**config.mk**
```make
export PLATFORM = sky130hd
export DESIGN_NAME = seg7_scan_ctrl
export DESIGN_NICKNAME = d
export VERILOG_FILES = /design/src/rtl/seg7_pkg.sv /design/src/rtl/seg7_prescaler.sv /design/src/rtl/seg7_scan_ctrl.sv
export SDC_FILE = /design/constraint.sdc
export NUM_CORES = 1
export LEC_CHECK = 0
export ABC_AREA = 1
export ABC_CLOCK_PERIOD_IN_PS = 7400
export CAP_MARGIN = 15
export CORE_MARGIN = 5
export CORE_UTILIZATION = 40
export DETAILED_ROUTE_END_ITERATION = 16
export PLACE_DENSITY = 0.57
export SYNTH_ARGS = -nofsm -noshare
export SYNTH_HDL_FRONTEND = slang
export SYNTH_SLANG_ARGS = --single-unit
```
**constraint.sdc**
```tcl
create_clock -name clk -period 7.4 [get_ports clk]
set_input_delay 1.85 -clock clk [delete_from_list [all_inputs] [get_ports clk]]
set_output_delay 1.85 -clock clk [all_outputs]
set_load 0.01 [all_outputs]
```
**src/rtl/seg7_pkg.sv**
```systemverilog
// Shared types and constants for the seven-segment display path.
//
// Contents:
//   NUM_DIGITS                      number of scanned digits (8)
//   DEF_REFRESH_DIV                 default clock cycles per digit slot
//   DEF_BLANK_CYCLES                default blanked cycles at each slot start
//   nibble_t                        one hex digit
//   scan_state_t                    BLANK / DRIVE scan phase
//   digit_sel()                     picks nibble k out of a 32-bit display word
//   anode_sel()                     active-low one-hot anode pattern for digit k
package seg7_pkg;

  localparam int NUM_DIGITS       = 8;
  localparam int DEF_REFRESH_DIV  = 100000;
  localparam int DEF_BLANK_CYCLES = 2;

  typedef logic [3:0] nibble_t;

  typedef enum logic {
    BLANK = 1'b0,
    DRIVE = 1'b1
  } scan_state_t;

  // Nibble k lives at word[4k+3:4k]; digit 0 is the rightmost.
  function automatic nibble_t digit_sel(input logic [31:0] word, input logic [2:0] k);
    return word[{k, 2'b00} +: 4];
  endfunction

  function automatic logic [7:0] anode_sel(input logic [2:0] k);
    return ~(8'h01 << k);
  endfunction

endpackage

```
**src/rtl/seg7_prescaler.sv**
```systemverilog
// Modulo-N free-running counter with a terminal-count flag.
// Reusable for any display timing that needs a fixed slot length.
//
// Ports:
//   clk    in   system clock, rising edge
//   rst    in   asynchronous active-high reset (count returns to 0)
//   cnt_o  out  current count, 0..N-1
//   tc_o   out  high while cnt_o == N-1; the next edge wraps the count to 0
module seg7_prescaler #(
  parameter int N = 100000,
  parameter int W = (N > 1) ? $clog2(N) : 1
) (
  input  logic         clk,
  input  logic         rst,
  output logic [W-1:0] cnt_o,
  output logic         tc_o
);

  localparam logic [W-1:0] LAST = W'(N - 1);

  logic [W-1:0] cnt_q;
  logic [W-1:0] cnt_d;
  logic         tc;

  assign tc = (cnt_q == LAST);

  always_comb begin
    cnt_d = cnt_q + W'(1);
    if (tc) begin
      cnt_d = '0;
    end
  end

  always_ff @(posedge clk or posedge rst) begin
    if (rst) begin
      cnt_q <= '0;
    end else begin
      cnt_q <= cnt_d;
    end
  end

  assign cnt_o = cnt_q;
  assign tc_o  = tc;

endmodule

```
**src/rtl/seg7_scan_ctrl.sv**
```systemverilog
// Time-multiplexed scan controller for an eight-digit seven-segment display.
// Holds a 32-bit display word, steps through the digits at a fixed slot rate,
// presents the current nibble on binNumber for the external encoder stage and
// drives the active-low anodes and decimal point.
//
// Each slot starts with BLANK_CYCLES cycles of all anodes off so the clocked
// encoder has settled on the new nibble before the digit lights (no ghosting).
//
// Interface protocol: there is no valid/ready handshake. `load` is a
// single-cycle strobe that is always accepted; it captures digits/digit_en/
// dp_mask into a pending register (last load wins). Pending data moves to the
// active register only on the digit 7->0 wrap edge, so a frame never tears.
// All outputs are continuous and registered.
//
// Ports:
//   clk          in   system clock, rising edge
//   rst          in   asynchronous active-high reset
//   digits       in   32  display data, nibble k = digits[4k+3:4k]
//   digit_en     in   8   per-digit enable (0 blanks that digit)
//   dp_mask      in   8   per-digit decimal point (1 lights it)
//   load         in   1   capture strobe for the three inputs above
//   binNumber    out  4   nibble for the encoder, updates at slot start
//   anode        out  8   active-low digit select
//   dp_n         out  1   active-low decimal point
//   frame_start  out  1   one-cycle pulse after the scan wraps to digit 0
//   dbg_state_o  out      current scan phase, for observation only
module seg7_scan_ctrl
  import seg7_pkg::*;
#(
  parameter int REFRESH_DIV  = DEF_REFRESH_DIV,  // >= BLANK_CYCLES + 2
  parameter int BLANK_CYCLES = DEF_BLANK_CYCLES  // >= 1
) (
  input  logic        clk,
  input  logic        rst,
  input  logic [31:0] digits,
  input  logic [7:0]  digit_en,
  input  logic [7:0]  dp_mask,
  input  logic        load,
  output nibble_t     binNumber,
  output logic [7:0]  anode,
  output logic        dp_n,
  output logic        frame_start,
  output scan_state_t dbg_state_o
);

  localparam int                CNT_W      = (REFRESH_DIV > 1) ? $clog2(REFRESH_DIV) : 1;
  localparam logic [CNT_W-1:0]  BLANK_LAST = CNT_W'(BLANK_CYCLES - 1);

  logic [CNT_W-1:0] cnt;
  logic             tc;
  logic             wrap;

  scan_state_t state_q, state_d;
  logic [2:0]  idx_q, idx_d;

  logic [31:0] act_digits_q, act_digits_d;
  logic [7:0]  act_en_q, act_en_d;
  logic [7:0]  act_dp_q, act_dp_d;

  logic [31:0] pend_digits_q, pend_digits_d;
  logic [7:0]  pend_en_q, pend_en_d;
  logic [7:0]  pend_dp_q, pend_dp_d;
  logic        pend_valid_q, pend_valid_d;

  nibble_t     bin_q, bin_d;
  logic [7:0]  anode_q, anode_d;
  logic        dp_n_q, dp_n_d;
  logic        frame_q, frame_d;

  seg7_prescaler #(
    .N (REFRESH_DIV),
    .W (CNT_W)
  ) u_prescaler (
    .clk   (clk),
    .rst   (rst),
    .cnt_o (cnt),
    .tc_o  (tc)
  );

  assign wrap = tc && (idx_q == 3'd7);

  // Digit index, pending/active data registers.
  always_comb begin
    idx_d = idx_q;
    if (tc) begin
      idx_d = idx_q + 3'd1;
    end

    act_digits_d = act_digits_q;
    act_en_d     = act_en_q;
    act_dp_d     = act_dp_q;
    if (wrap && pend_valid_q) begin
      act_digits_d = pend_digits_q;
      act_en_d     = pend_en_q;
      act_dp_d     = pend_dp_q;
    end

    // A load on the wrap edge lands in pending after the old pending data
    // has been committed, so it waits for the following wrap.
    pend_digits_d = pend_digits_q;
    pend_en_d     = pend_en_q;
    pend_dp_d     = pend_dp_q;
    pend_valid_d  = pend_valid_q;
    if (load) begin
      pend_digits_d = digits;
      pend_en_d     = digit_en;
      pend_dp_d     = dp_mask;
      pend_valid_d  = 1'b1;
    end else if (wrap) begin
      pend_valid_d = 1'b0;
    end
  end

  // Scan FSM next state.
  always_comb begin
    state_d = state_q;
    case (state_q)
      BLANK: begin
        if (!tc && (cnt == BLANK_LAST)) begin
          state_d = DRIVE;
        end
      end
      DRIVE: begin
        if (tc) begin
          state_d = BLANK;
        end
      end
      default: state_d = BLANK;
    endcase
  end

  // Outputs are computed from next-state values so the registered outputs
  // line up with the state they describe.
  always_comb begin
    bin_d = bin_q;
    if (tc) begin
      bin_d = digit_sel(act_digits_d, idx_d);
    end

    anode_d = 8'hFF;
    dp_n_d  = 1'b1;
    if ((state_d == DRIVE) && act_en_d[idx_d]) begin
      anode_d = anode_sel(idx_d);
      dp_n_d  = ~act_dp_d[idx_d];
    end

    frame_d = wrap;
  end

  always_ff @(posedge clk or posedge rst) begin
    if (rst) begin
      state_q       <= BLANK;
      idx_q         <= 3'd0;
      act_digits_q  <= '0;
      act_en_q      <= '0;
      act_dp_q      <= '0;
      pend_digits_q <= '0;
      pend_en_q     <= '0;
      pend_dp_q     <= '0;
      pend_valid_q  <= 1'b0;
      bin_q         <= '0;
      anode_q       <= 8'hFF;
      dp_n_q        <= 1'b1;
      frame_q       <= 1'b0;
    end else begin
      state_q       <= state_d;
      idx_q         <= idx_d;
      act_digits_q  <= act_digits_d;
      act_en_q      <= act_en_d;
      act_dp_q      <= act_dp_d;
      pend_digits_q <= pend_digits_d;
      pend_en_q     <= pend_en_d;
      pend_dp_q     <= pend_dp_d;
      pend_valid_q  <= pend_valid_d;
      bin_q         <= bin_d;
      anode_q       <= anode_d;
      dp_n_q        <= dp_n_d;
      frame_q       <= frame_d;
    end
  end

  assign binNumber   = bin_q;
  assign anode       = anode_q;
  assign dp_n        = dp_n_q;
  assign frame_start = frame_q;
  assign dbg_state_o = state_q;

endmodule

```
==> Word level (Yosys, flattened, before mapping) <==
Index checks and enable logic that the tools add are counted.
{ "classes": {"shift": 2, "muxes": 16, "reduce_logical": 6, "magnitude_cmp": 1, "n_addsub": 2, "n_bitwise": 3, "n_eq_ne": 3} }
{ "op_table": {"columns": ["op", "count"], "rows": [
  ["$mux W32", 1],
  ["$shiftx A32 B6 Y4", 1],
  ["$mux W8", 3],
  ["$add A17 B1 Y17 const B", 1],
  ["$eq A17 B1 Y1 const B", 1],
  ["$eq A17 B17 Y1 const B", 1],
  ["$mux W17", 1],
  ["$not A8 Y8", 1],
  ["$shl A1 B3 Y8 const A", 1],
  ["$mux W1", 7],
  ["$bmux W1 S3", 2],
  ["$logic_and A1 B1 Y1", 4],
  ["$lt A3 B4 Y1 const B", 1],
  ["$add A3 B1 Y3 const B", 1],
  ["$eq A3 B3 Y1 const B", 1],
  ["$mux W3", 1],
  ["$not A1 Y1", 2],
  ["$pmux W1 S2", 1],
  ["$reduce_bool A2 Y1", 1],
  ["$logic_not A1 Y1", 1]
]} }
{ "word_totals": {"elab_cells": 47, "input_bits": 51, "regBits": 132, "out_inout_bits": 15} }

==> Logic depth before layout (Yosys ltp) <==
{ "depth": {"ltp_word": 8, "depth_mapped": 17} }

==> By module <==
From an unflattened synthesis, not the netlist that was laid out.
{ "unflattened": {"cells_unflattened": 695, "hier_area_um2": 5911.9} }
{ "modules_own_cells": {"columns": ["module", "area_per_inst_um2", "cells_each", "seq_area_each_um2", "instances"], "rows": [
  ["seg7_scan_ctrl", 4934.7, 551, 2889.0, 1],
  ["seg7_prescaler", 977.2, 144, 425.4, 1]
]} }

==> Worst setup path before layout <==
OpenSTA, ideal clock, no wires.
{ "synth_timing": {"kind": "input to register", "startpoint": "input port load", "endpoint": "register pend_digits_q[17]", "setup_ns": 0.125, "t_arrival_ns": 2.766, "cell_stages": 3, "setup_slack_ns": 4.510, "path_cell_list": "clkbuf_1 > clkbuf_1 > mux2_2"} }
{ "synth_lines": {"columns": ["item", "line", "text"], "rows": [
  ["from (decl)", "seg7_scan_ctrl.sv:38", "input logic load,"],
  ["to (signal assigned)", "seg7_scan_ctrl.sv:171", "pend_digits_q <= pend_digits_d;"],
  ["to (decl)", "seg7_scan_ctrl.sv:60", "logic [31:0] pend_digits_q, pend_digits_d;"]
]} }
No word-level cell between the ends.

==> Final worst setup path <==
{ "layout_timing": {"startpoint": "register anode_q[1], in the netlist anode[1]", "endpoint": "output port anode[1]"} }
{ "layout_lines": {"columns": ["item", "line", "text"], "rows": [
  ["from (decl)", "seg7_scan_ctrl.sv:66", "logic [7:0] anode_q, anode_d;"],
  ["from (signal assigned)", "seg7_scan_ctrl.sv:176", "anode_q <= anode_d;"],
  ["to (decl)", "seg7_scan_ctrl.sv:40", "output logic [7:0] anode,"]
]} }
No word-level cell between the ends.

==> impl_metrics.tcl <==
set metrics [dict create \
    grt_pass1_wl_um 22100 \
    yosysWarnings 0 \
    antenna_found_initial 0 \
    path_clk_slew_ns 0.06 \
    clockBufferDepth 2 \
    m1WireLength_um 6030 \
    min_path_cells 2 \
    top_layer "met4" \
    core_area_um2 14600 \
    post-route-period-util_pct 44.8 \
    r2r_start "idx_q[0]" \
    first_global_vias 4454 \
    status "complete, no violations" \
    avgSynthCellArea_um2 8.74 \
    synthDistinctLibCells 33 \
    dr.pass1.iters 5 \
    cts_resized 0 \
    dieArea_um2 17600 \
    irDropWorstVdd_mv 0.166 \
    synth.cell_area_um2 6030 \
    synthFlopType "dfrtp_1" \
    endpoint_kind "primary output" \
    maxCapViolations 0 \
    timing.final.crit_period_ns 3.32 \
    startpoint_type "flip-flop" \
    final_hold_viol_count 0 \
    worst_pin_slew_ns 0.710 \
    postSynthNetCount 745 \
    rsz0062_at_grt "false" \
    h-tree-depth 4 \
    yosysSeqAreaShare_pct 55.0 \
    overflow 0 \
    wl_um 13300 \
    hold_buffers 0 \
    synth_top_area_share_pct 51.1 \
    wl_met3_um 527 \
    cts_tree "done" \
    cts_root_buf "clkbuf_16" \
    post_drt_wl_per_cell_um 14.0 \
    ios 66 \
    mostFrequentLayoutCells "nand2_1 (187), dfrtp_1 (123), inv_1 (102)" \
    layout-drive-gt1-share_pct 14.4 \
    cpLargestDelayFamily "buffers and inverters" \
    min_from "act_dp_q[7]" \
    fp.dieH_um 133 \
    drv_slew 0 \
    vias 4425 \
    total_leakage_power_uw 0.00376 \
    cp_max_fo 1 \
    max_freq_ghz 0.301 \
    synthArstFlopShare_pct 100 \
    synth_cells 690 \
    met2_length_um 6600 \
    hpwl_um 9120 \
    chipWidth_um 133 \
    fin_tns_setup_ns 0 \
    clk-insertion-delay-late_ns 0.42 \
    syn2layout_area_growth_pct 22.5 \
    r2r_cells 9 \
    ys_ff_latch 132 \
    path_cells "clkdlybuf4s50_1" \
    slowest_stage "clkdlybuf4s50_1" \
    hold_path_end "act_dp_q[7]" \
    routabilityCongestion 0.770 \
    worstSetupPathType "flip-flop to primary output" \
    routed_via_density 4.66 \
    p_per_area_nw_per_um2 223 \
    post_cts_buffers 0 \
    initial_core_util_pct 41.2 \
    numPortBuffers 65 \
    layout.nets 809 \
    synth_edf_count 0 \
    rrSetupSlack_ns 4.67 \
    setup_viol 0 \
    grt_max_degree 87 \
    cts.sinks 132 \
    cts_buffers 17 \
    yosysTopAreaCell "dfrtp_1" \
    ant_nets 0 \
    crit_buf_inv 1 \
    gr-usage-all-layers_pct 15.9 \
    slew_headroom_pct 52.7 \
    clock-skew-final_ns 0.00809 \
    drc 0 \
    synthTopCellsByArea "dfrtp_1 (51%), nand2_1 (12%), inv_1 (6.4%)" \
    slowest_delay_ns 0.54 \
    final_core_util_pct 50.4 \
    drtIter0Drc 204 \
    diodes 0 \
    crit-reg2reg-capture "anode[4]" \
    hp-class "flip-flop to flip-flop" \
    rows 44 \
    final_common_cell "nand2_1" \
    crit_arrival_ns 1.47 \
    cp_data_required_time_ns 5.55 \
]
[power breakdown]
group	leakage (uW)	total [uW]	switching (uW)	internal, uW
sequential	0.00169	757	10.1	747
clock	0.000272	807	315	492
combinational	0.00179	78.8	38.9	39.9
total	0.00376	1640	364	1280
[worst max-delay path by stage]
| stage | startpoint | endpoint | slack, ns | cells after the start |
|---|---|---|---|---|
| final | anode[1] | anode[1] | 4.08 | 1 |
| after global routing | rst | act_digits_q[10] | 4.02 | 4 |
| after CTS | rst | act_digits_q[31] | 4.04 | 3 |
| after detailed placement | rst | act_digits_q[31] | 3.59 | 3 |
| after global placement | rst | act_digits_q[6] | 3.62 | 3 |
| after floorplan | rst | act_digits_q[0] | 2.04 | 1 |
[flip-flops by register name (all words and copies together), names as in the netlist]
register           cells
act_digits_q          32
pend_digits_q         32
u_prescaler.cnt_o     17
act_dp_q               8
act_en_q               8
anode                  8
pend_dp_q              8
pend_en_q              8
binNumber              4
idx_q                  3
dbg_state_o            1
dp_n                   1
frame_start            1
pend_valid_q           1
[per-stage QoR]
stage          cells  hold slack [ns]  worst slack, ns  power [uW]  instance area, um^2
4_1_cts          949            0.478             4.04        1660                 7360
3_5_place_dp     918            0.462             3.59         849                 6790
2_1_floorplan    690            0.445             2.04         807                 6030
6_report         950            0.477             4.08        1640                 7380
3_3_place_gp     918            0.464             3.62         847                 6790
5_1_grt          950            0.506             4.02        1710                 7380
[per-layer routing]
layer	vias up	GRT usage [%]
li1	2269	-
met1	2073	20.5
met2	75	26.2
met3	8	4.21
met4	0	5.14
met5	-	0
[cells in the mapped netlist (5+ instances only)]
library cell / count
buf_6: 5
clkbuf_1: 11
mux2_2: 17
nand2_2: 11
o21ai_0: 41
inv_2: 9
dfrtp_1: 123
inv_1: 103
nand2_1: 187
nor2_4: 9
buf_2: 7
nand4_1: 10
o21ai_1: 24
nor2_1: 51
dfstp_2: 9
nand2_4: 5
a21oi_1: 15
nand3_1: 23
[layout make-up]
| cell class | count | area, um^2 |
|---|---|---|
| clock buffer | 18 | 429 |
| clock inverter | 13 | 134 |
| fill | 1416 | 7260 |
| inverter | 112 | 423 |
| multi-input combinational | 422 | 2160 |
| sequential | 132 | 3310 |
| tap | 184 | 230 |
| timing repair buffer | 69 | 696 |
[kinds of logic (layout without fill, tap and decap cells)]
kind of cell               after synthesis  count (layout)  synth area share, %
AOI/OAI and AO/OA                       88              88                 7.70
xor gates and xnor gates                 2               2                0.291
adders and majority gates                4               4                0.830
buffers and inverters                  136             212                 9.24
DFF                                    132             132                 55.0
muxes                                   17              17                 3.18
and+or+nand+nor                        311             311                 23.8
No activity file was read; power rests on OpenSTA's default activity.
